**src/rtl/mvu_job_scheduler.sv**
```systemverilog
// Round-robin scheduler sharing one MVU among NREQ requesters: accept, write descriptor CSRs,
// start, wait for done or timeout, then return a tagged one-cycle completion.
module mvu_job_scheduler #(
  parameter int                NREQ      = 8,
  parameter int                CFG_WORDS = 4,
  parameter int                DATA_W    = 32,
  parameter int                ADDR_W    = 12,
  parameter logic [ADDR_W-1:0] CFG_BASE  = 'h40,
  parameter int                TMO_W     = 20
) (
  input  logic                              clk,
  input  logic                              rst_n,
  input  logic [NREQ-1:0]                   req_valid,
  input  logic [NREQ*CFG_WORDS*DATA_W-1:0]  req_desc,
  output logic [NREQ-1:0]                   req_ready,
  output logic                              cfg_wr_en,
  output logic [ADDR_W-1:0]                 cfg_wr_addr,
  output logic [DATA_W-1:0]                 cfg_wr_data,
  output logic                              mvu_start,
  input  logic                              mvu_done,
  input  logic [TMO_W-1:0]                  tmo_cycles,
  output logic                              cpl_valid,
  output logic [$clog2(NREQ)-1:0]           cpl_id,
  output logic                              cpl_timeout,
  output logic                              busy
);

  localparam int IDW = $clog2(NREQ);
  localparam int WCW = (CFG_WORDS > 1) ? $clog2(CFG_WORDS) : 1;
  localparam int DSW = CFG_WORDS * DATA_W;

  typedef enum logic [2:0] {IDLE, CFG, START, WAIT, CPL} state_t;

  state_t             state_q;
  logic [IDW-1:0]     ptr_q;
  logic [IDW-1:0]     id_q;
  logic [DSW-1:0]     desc_q;
  logic [WCW-1:0]     wcnt_q;
  logic [TMO_W-1:0]   tcnt_q;
  logic               cfg_wr_en_q;
  logic [ADDR_W-1:0]  cfg_wr_addr_q;
  logic [DATA_W-1:0]  cfg_wr_data_q;
  logic               mvu_start_q;
  logic               cpl_valid_q;
  logic [IDW-1:0]     cpl_id_q;
  logic               cpl_timeout_q;

  logic               gnt_vld;
  logic [IDW-1:0]     gnt_idx;
  logic [DSW-1:0]     gnt_desc;
  logic [WCW-1:0]     wcnt_d;
  logic [TMO_W-1:0]   tcnt_d;
  logic               expire;

  // Scan from the highest offset down so the nearest valid requester after ptr_q wins.
  always_comb begin
    gnt_vld = 1'b0;
    gnt_idx = '0;
    for (int k = NREQ; k >= 1; k--) begin
      if (req_valid[(int'(ptr_q) + k) % NREQ]) begin
        gnt_vld = 1'b1;
        gnt_idx = IDW'((int'(ptr_q) + k) % NREQ);
      end
    end
  end

  assign gnt_desc = req_desc[int'(gnt_idx)*DSW +: DSW];
  assign wcnt_d   = wcnt_q + 1'b1;
  assign tcnt_d   = (tcnt_q == '1) ? tcnt_q : tcnt_q + 1'b1;
  assign expire   = (tmo_cycles != '0) && (tcnt_q == tmo_cycles - 1'b1);

  // rst_n gates the strobe directly so no job can be taken while reset is held.
  assign req_ready = (rst_n && state_q == IDLE && gnt_vld) ? (NREQ'(1) << gnt_idx) : '0;

  always_ff @(posedge clk or negedge rst_n) begin
    if (!rst_n) begin
      state_q       <= IDLE;
      ptr_q         <= IDW'(NREQ - 1);
      id_q          <= '0;
      desc_q        <= '0;
      wcnt_q        <= '0;
      tcnt_q        <= '0;
      cfg_wr_en_q   <= 1'b0;
      cfg_wr_addr_q <= '0;
      cfg_wr_data_q <= '0;
      mvu_start_q   <= 1'b0;
      cpl_valid_q   <= 1'b0;
      cpl_id_q      <= '0;
      cpl_timeout_q <= 1'b0;
    end else begin
      case (state_q)
        IDLE: begin
          if (gnt_vld) begin
            state_q       <= CFG;
            ptr_q         <= gnt_idx;
            id_q          <= gnt_idx;
            desc_q        <= gnt_desc;
            wcnt_q        <= '0;
            cfg_wr_en_q   <= 1'b1;
            cfg_wr_addr_q <= CFG_BASE;
            cfg_wr_data_q <= gnt_desc[DATA_W-1:0];
          end
        end
        CFG: begin
          if (wcnt_q == WCW'(CFG_WORDS - 1)) begin
            state_q       <= START;
            cfg_wr_en_q   <= 1'b0;
            cfg_wr_addr_q <= '0;
            cfg_wr_data_q <= '0;
            mvu_start_q   <= 1'b1;
          end else begin
            wcnt_q        <= wcnt_d;
            cfg_wr_addr_q <= CFG_BASE + ADDR_W'(wcnt_d);
            cfg_wr_data_q <= desc_q[int'(wcnt_d)*DATA_W +: DATA_W];
          end
        end
        START: begin
          state_q     <= WAIT;
          mvu_start_q <= 1'b0;
          wcnt_q      <= '0;
          tcnt_q      <= '0;
        end
        WAIT: begin
          // done takes priority over a simultaneous expiry.
          if (mvu_done) begin
            state_q       <= CPL;
            cpl_valid_q   <= 1'b1;
            cpl_id_q      <= id_q;
            cpl_timeout_q <= 1'b0;
          end else if (expire) begin
            state_q       <= CPL;
            cpl_valid_q   <= 1'b1;
            cpl_id_q      <= id_q;
            cpl_timeout_q <= 1'b1;
          end else begin
            tcnt_q <= tcnt_d;
          end
        end
        CPL: begin
          state_q       <= IDLE;
          cpl_valid_q   <= 1'b0;
          cpl_id_q      <= '0;
          cpl_timeout_q <= 1'b0;
        end
        default: state_q <= IDLE;
      endcase
    end
  end

  assign cfg_wr_en   = cfg_wr_en_q;
  assign cfg_wr_addr = cfg_wr_addr_q;
  assign cfg_wr_data = cfg_wr_data_q;
  assign mvu_start   = mvu_start_q;
  assign cpl_valid   = cpl_valid_q;
  assign cpl_id      = cpl_id_q;
  assign cpl_timeout = cpl_timeout_q;
  assign busy        = (state_q != IDLE);

endmodule
```
**config.mk**
```make
export PLATFORM = sky130hd
export DESIGN_NAME = mvu_job_scheduler
export DESIGN_NICKNAME = d
export VERILOG_FILES = /design/src/rtl/mvu_job_scheduler.sv
export SDC_FILE = /design/constraint.sdc
export NUM_CORES = 1
export LEC_CHECK = 0
export BUFFER_PORTS_ARGS = -buffer_cell sky130_fd_sc_hd__buf_2
export CAP_MARGIN = 20
export CORE_AREA = 10 10 431 433
export CTS_BUF_LIST = sky130_fd_sc_hd__clkbuf_4 sky130_fd_sc_hd__clkbuf_8
export CTS_CLUSTER_DIAMETER = 50
export DETAILED_ROUTE_END_ITERATION = 7
export DIE_AREA = 0 0 441 443
export PLACE_DENSITY = 0.3
export SLEW_MARGIN = 10
export SYNTH_ARGS = -nofsm -noshare
export SYNTH_HDL_FRONTEND = slang
export SYNTH_SLANG_ARGS = --single-unit
```
**constraint.sdc**
```tcl
create_clock -name clk -period 8.7 [get_ports clk]
set_clock_uncertainty 0.15 [all_clocks]
set_input_delay 1.305 -clock clk [delete_from_list [all_inputs] [get_ports clk]]
set_output_delay 1.305 -clock clk [all_outputs]
set_load 0.005 [all_outputs]
```
==> implementation parameters <==
Parameter                              Value

Run status
  Outcome    completed

Synthesis
  Synthesized instance count    between 2000 and 3000
  Top cells by area in the synthesized netlist    sky130_fd_sc_hd__dfrtp_1, sky130_fd_sc_hd__nand2_1, sky130_fd_sc_hd__nand3_1, sky130_fd_sc_hd__mux4_2, sky130_fd_sc_hd__clkbuf_1
  EDFF count, synth    0
  Count of different cell masters after synthesis    70
  Netlist area before placement    18900 um^2
  Share of flip-flops with an asynchronous set or reset    between 90% and 100%
  Number of storage elements in the synthesis netlist    around 200
  Cell taking the most area after synthesis    sky130_fd_sc_hd__dfrtp_1
  Sequential-to-total area share from yosys stat    26.6%
  Most used flip-flop cell after synthesis    sky130_fd_sc_hd__dfrtp_1
  Fraction of synthesized cell area taken by the top area cell type    26.2%
  Syn avg cell area    ~6.4 um^2
  Yosys warnings    0

Setup path
  Number of buffer and inverter stages on the critical path    2
  Start point of the critical path    ptr_q[1]$_DFFE_PN1P_
  Slowest-stage cell, CP    sky130_fd_sc_hd__dfstp_2
  Cell Chain, Critical Path    inv_1 -> ha_1 -> mux2i_1 -> mux4_2 -> o21ai_0 -> a31oi_1 -> a2bb2oi_1 -> and2_4 -> nand2_1 -> nor3_1 -> buf_2
  Worst R2R Start    ptr_q[1]$_DFFE_PN1P_
  Largest delay contributor family on the critical path    simple AND/OR/NAND/NOR gates
  Reg-to-reg slack, setup    2150 ps
  Longest individual stage delay on the worst path    around 900 ps
  Critical setup path kind    reg2out
  Endpoint of the lowest-slack register-to-register path    cfg_wr_data[28]$_DFFE_PN0P_
  Kind of capture point of the worst setup path    primary output
  CP Max Fanout    43
  Arrival time at the worst endpoint    a little under 6000 ps
  Required time at the endpoint of the critical path    ~7200 ps
  Worst reg2reg path depth    12
  Worst setup SP type    register

Timing
  Pins over their slew limit    0
  Hold Worst Slack    ~320 ps
  Slew HR    between 30 and 40%
  Total negative slack for setup checks    0 ps
  Unrepaired setup endpoints after global routing    no
  Total count of hold-check failures in the final report    0
  Final setup violating endpoints    0
  Actual slew at the worst max-slew pin    between 900 and 1000 ps
  Maximum operating frequency    137 MHz
  Ratio of final minimum period to clock period    a little over four fifths
  Shortest period the worst path allows    ~7300 ps

Die
  Starting density of the core    approximately a tenth
  Overall die area    just under 200000 um^2
  Total core area    177000 um^2
  DIE HEIGHT    around 440 um
  Width of the chip    441 um
  Placement row count    155
  Number of top-level pins    ~1100

Min path
  Hold path depth    2
  Worst Hold Path EP    desc_q[111]$_DFFE_PN0P_
  Hold Path Class    reg2reg
  Hold Path Origin    desc_q[111]$_DFFE_PN0P_

Clocking
  Clk sink count    approximately 200
  CTS Root Buffer Type    sky130_fd_sc_hd__clkbuf_8
  Clock tree from TritonCTS    yes
  Resized Gates After CTS    0
  Total of hold buffers inserted after clock tree synthesis    0
  Clock-pin slew on the worst setup and hold paths    60 ps
  Clock latency on the worst-skew pair    730 ps
  H-tree levels    2
  Post-CTS setup buffer count    0
  Bufs on Longest Clock Path    3
  Number of clock buffers inserted by TritonCTS    57

Cells and area
  Design area    about 28000 um^2
  Number of standard cells in the layout, taps in and fillers out    around 6300
  Most frequent standard cell in the layout excluding fill and tap cells    sky130_fd_sc_hd__nand2_1
  Number of filler instances in the final layout    between 20000 and 25000
  Leading cell types in the layout, fill and taps excluded    sky130_fd_sc_hd__nand2_1, sky130_fd_sc_hd__buf_2, sky130_fd_sc_hd__nand3_1
  Fraction of final layout cells with drive strength greater than 1    between 30% and 40%
  Number of nets in the finished design    between 4000 and 5000
  Area growth, synth to finish    50.1%

Global routing
  Pin count of the biggest net entering global routing    around 150
  Global-route congestion overflow total    0
  First-pass GRT wire length    approximately 230000 um
  Initial antenna violation count    73
  Total routing resource utilization after global routing    16.5%
  Number of global-route vias before repair    roughly 26000

Drt
  Violation count after the first detailed-routing iteration    1853
  Remaining design rule violation count    0
  ANT nets after route    0
  Detailed-route wire length    170000 um
  First-pass iteration count of the detailed router    6
  Final routed wire length divided by cell count    26.7 um
  Routed via count    25800
  Detail-routed via count per cell    between 4 and 5

Job
  Maximum capacitance violations    0

Place
  Total placed instance area    26800 um^2
  Quantity of I/O buffers inserted on ports    about 1100
  Number of placed instances with taps included    about 6200
  Routability cong.    ~0.86
  Placed wire-length estimate after detailed placement    139000 um
-- sequential cells by signal, indices dropped and copies added (netlist names), 2 cells and up --
signal,flops
cfg_wr_addr,3
cfg_wr_data,32
cpl_id,3
desc_q,128
id_q,3
ptr_q,3
state_q,3
tcnt_q,20
wcnt_q,2
-- metal layers --
| metal | GRT usage, % | part of all wire, % |
|---|---|---|
| met1 | 19.1 | 39 |
| met5 | 0 | 0.096 |
| met4 | 4.00 | 2.1 |
| met3 | 3.87 | 6.2 |
| met2 | 30.1 | 53 |
-- kinds of logic (layout without fill, tap and decap cells) --
group           count (synthesis)  in the layout  synth area share (%)
compound gates                258            258                  8.71
xor+xnor                       25             25                  1.16
fa+ha+maj                       6              6                 0.397
buf+inv                       275           1271                  6.33
flops                         201            201                  26.6
mux                            83             83                  7.72
other cells                     1             38                0.0198
simple gates                 2112           2112                  49.1
-- worst register-to-register path, stage by stage, from the launching register on --
cell and delay, ps:
sky130_fd_sc_hd__dfstp_2 900, sky130_fd_sc_hd__inv_1 260, sky130_fd_sc_hd__ha_1 790, sky130_fd_sc_hd__mux2i_1 470, sky130_fd_sc_hd__mux4_2 360, sky130_fd_sc_hd__o21ai_0 90, sky130_fd_sc_hd__a31oi_1 210, sky130_fd_sc_hd__a2bb2oi_1 580
sky130_fd_sc_hd__and2_4 680, sky130_fd_sc_hd__nand2_1 370, sky130_fd_sc_hd__buf_4 350, sky130_fd_sc_hd__o311ai_0 960, sky130_fd_sc_hd__o21ai_0 210
-- worst max path at each step --
stage / to / cells past startpoint / slack [ps]
3_3_place_gp: req_ready[1] / 11 / 1930
4_1_cts: req_ready[1] / 11 / 1250
5_1_grt: req_ready[1] / 11 / 970
6_report: req_ready[1] / 11 / 1420
3_5_place_dp: cfg_wr_data[28]$_DFFE_PN0P_ / 12 / 2130
2_1_floorplan: req_ready[1] / 16 / 3120
-- synthesized netlist by cell type (all sizes together), types with 14 or more instances --
cell / n
nand4: 36
xnor2: 14
buf: 117
clkbuf: 145
a21oi: 90
o21ai: 69
dfrtp: 198
and3: 21
nand3: 741
or4: 21
nor2: 73
mux4: 49
o311ai: 22
nand2: 1161
nor3: 15
mux2i: 22
-- cell type report --
type                    count  area (um^2)  area share (%)
inverters                  13         48.8           0.172
clock inverters            33          517            1.82
well taps                2355         2950            10.4
diodes                     29         72.6           0.256
clock buffers              73          955            3.36
repair buffers           1152         6030            21.2
flip-flops and latches    201         5030            17.7
multi-input cells        2493        12800            45.0
-- metrics by stage --
stage | utilization [%] | setup WS [ps]
6_report | 16.0 | 1420
5_1_grt | 16.0 | 969
4_1_cts | 16.0 | 1250
3_5_place_dp | 15.1 | 2130
3_3_place_gp | 15.1 | 1930
2_1_floorplan | - | 3120
Power is left out: the tool's default activity adds up to more than one toggle a clock period on the data nets, which glitch-free logic cannot reach.
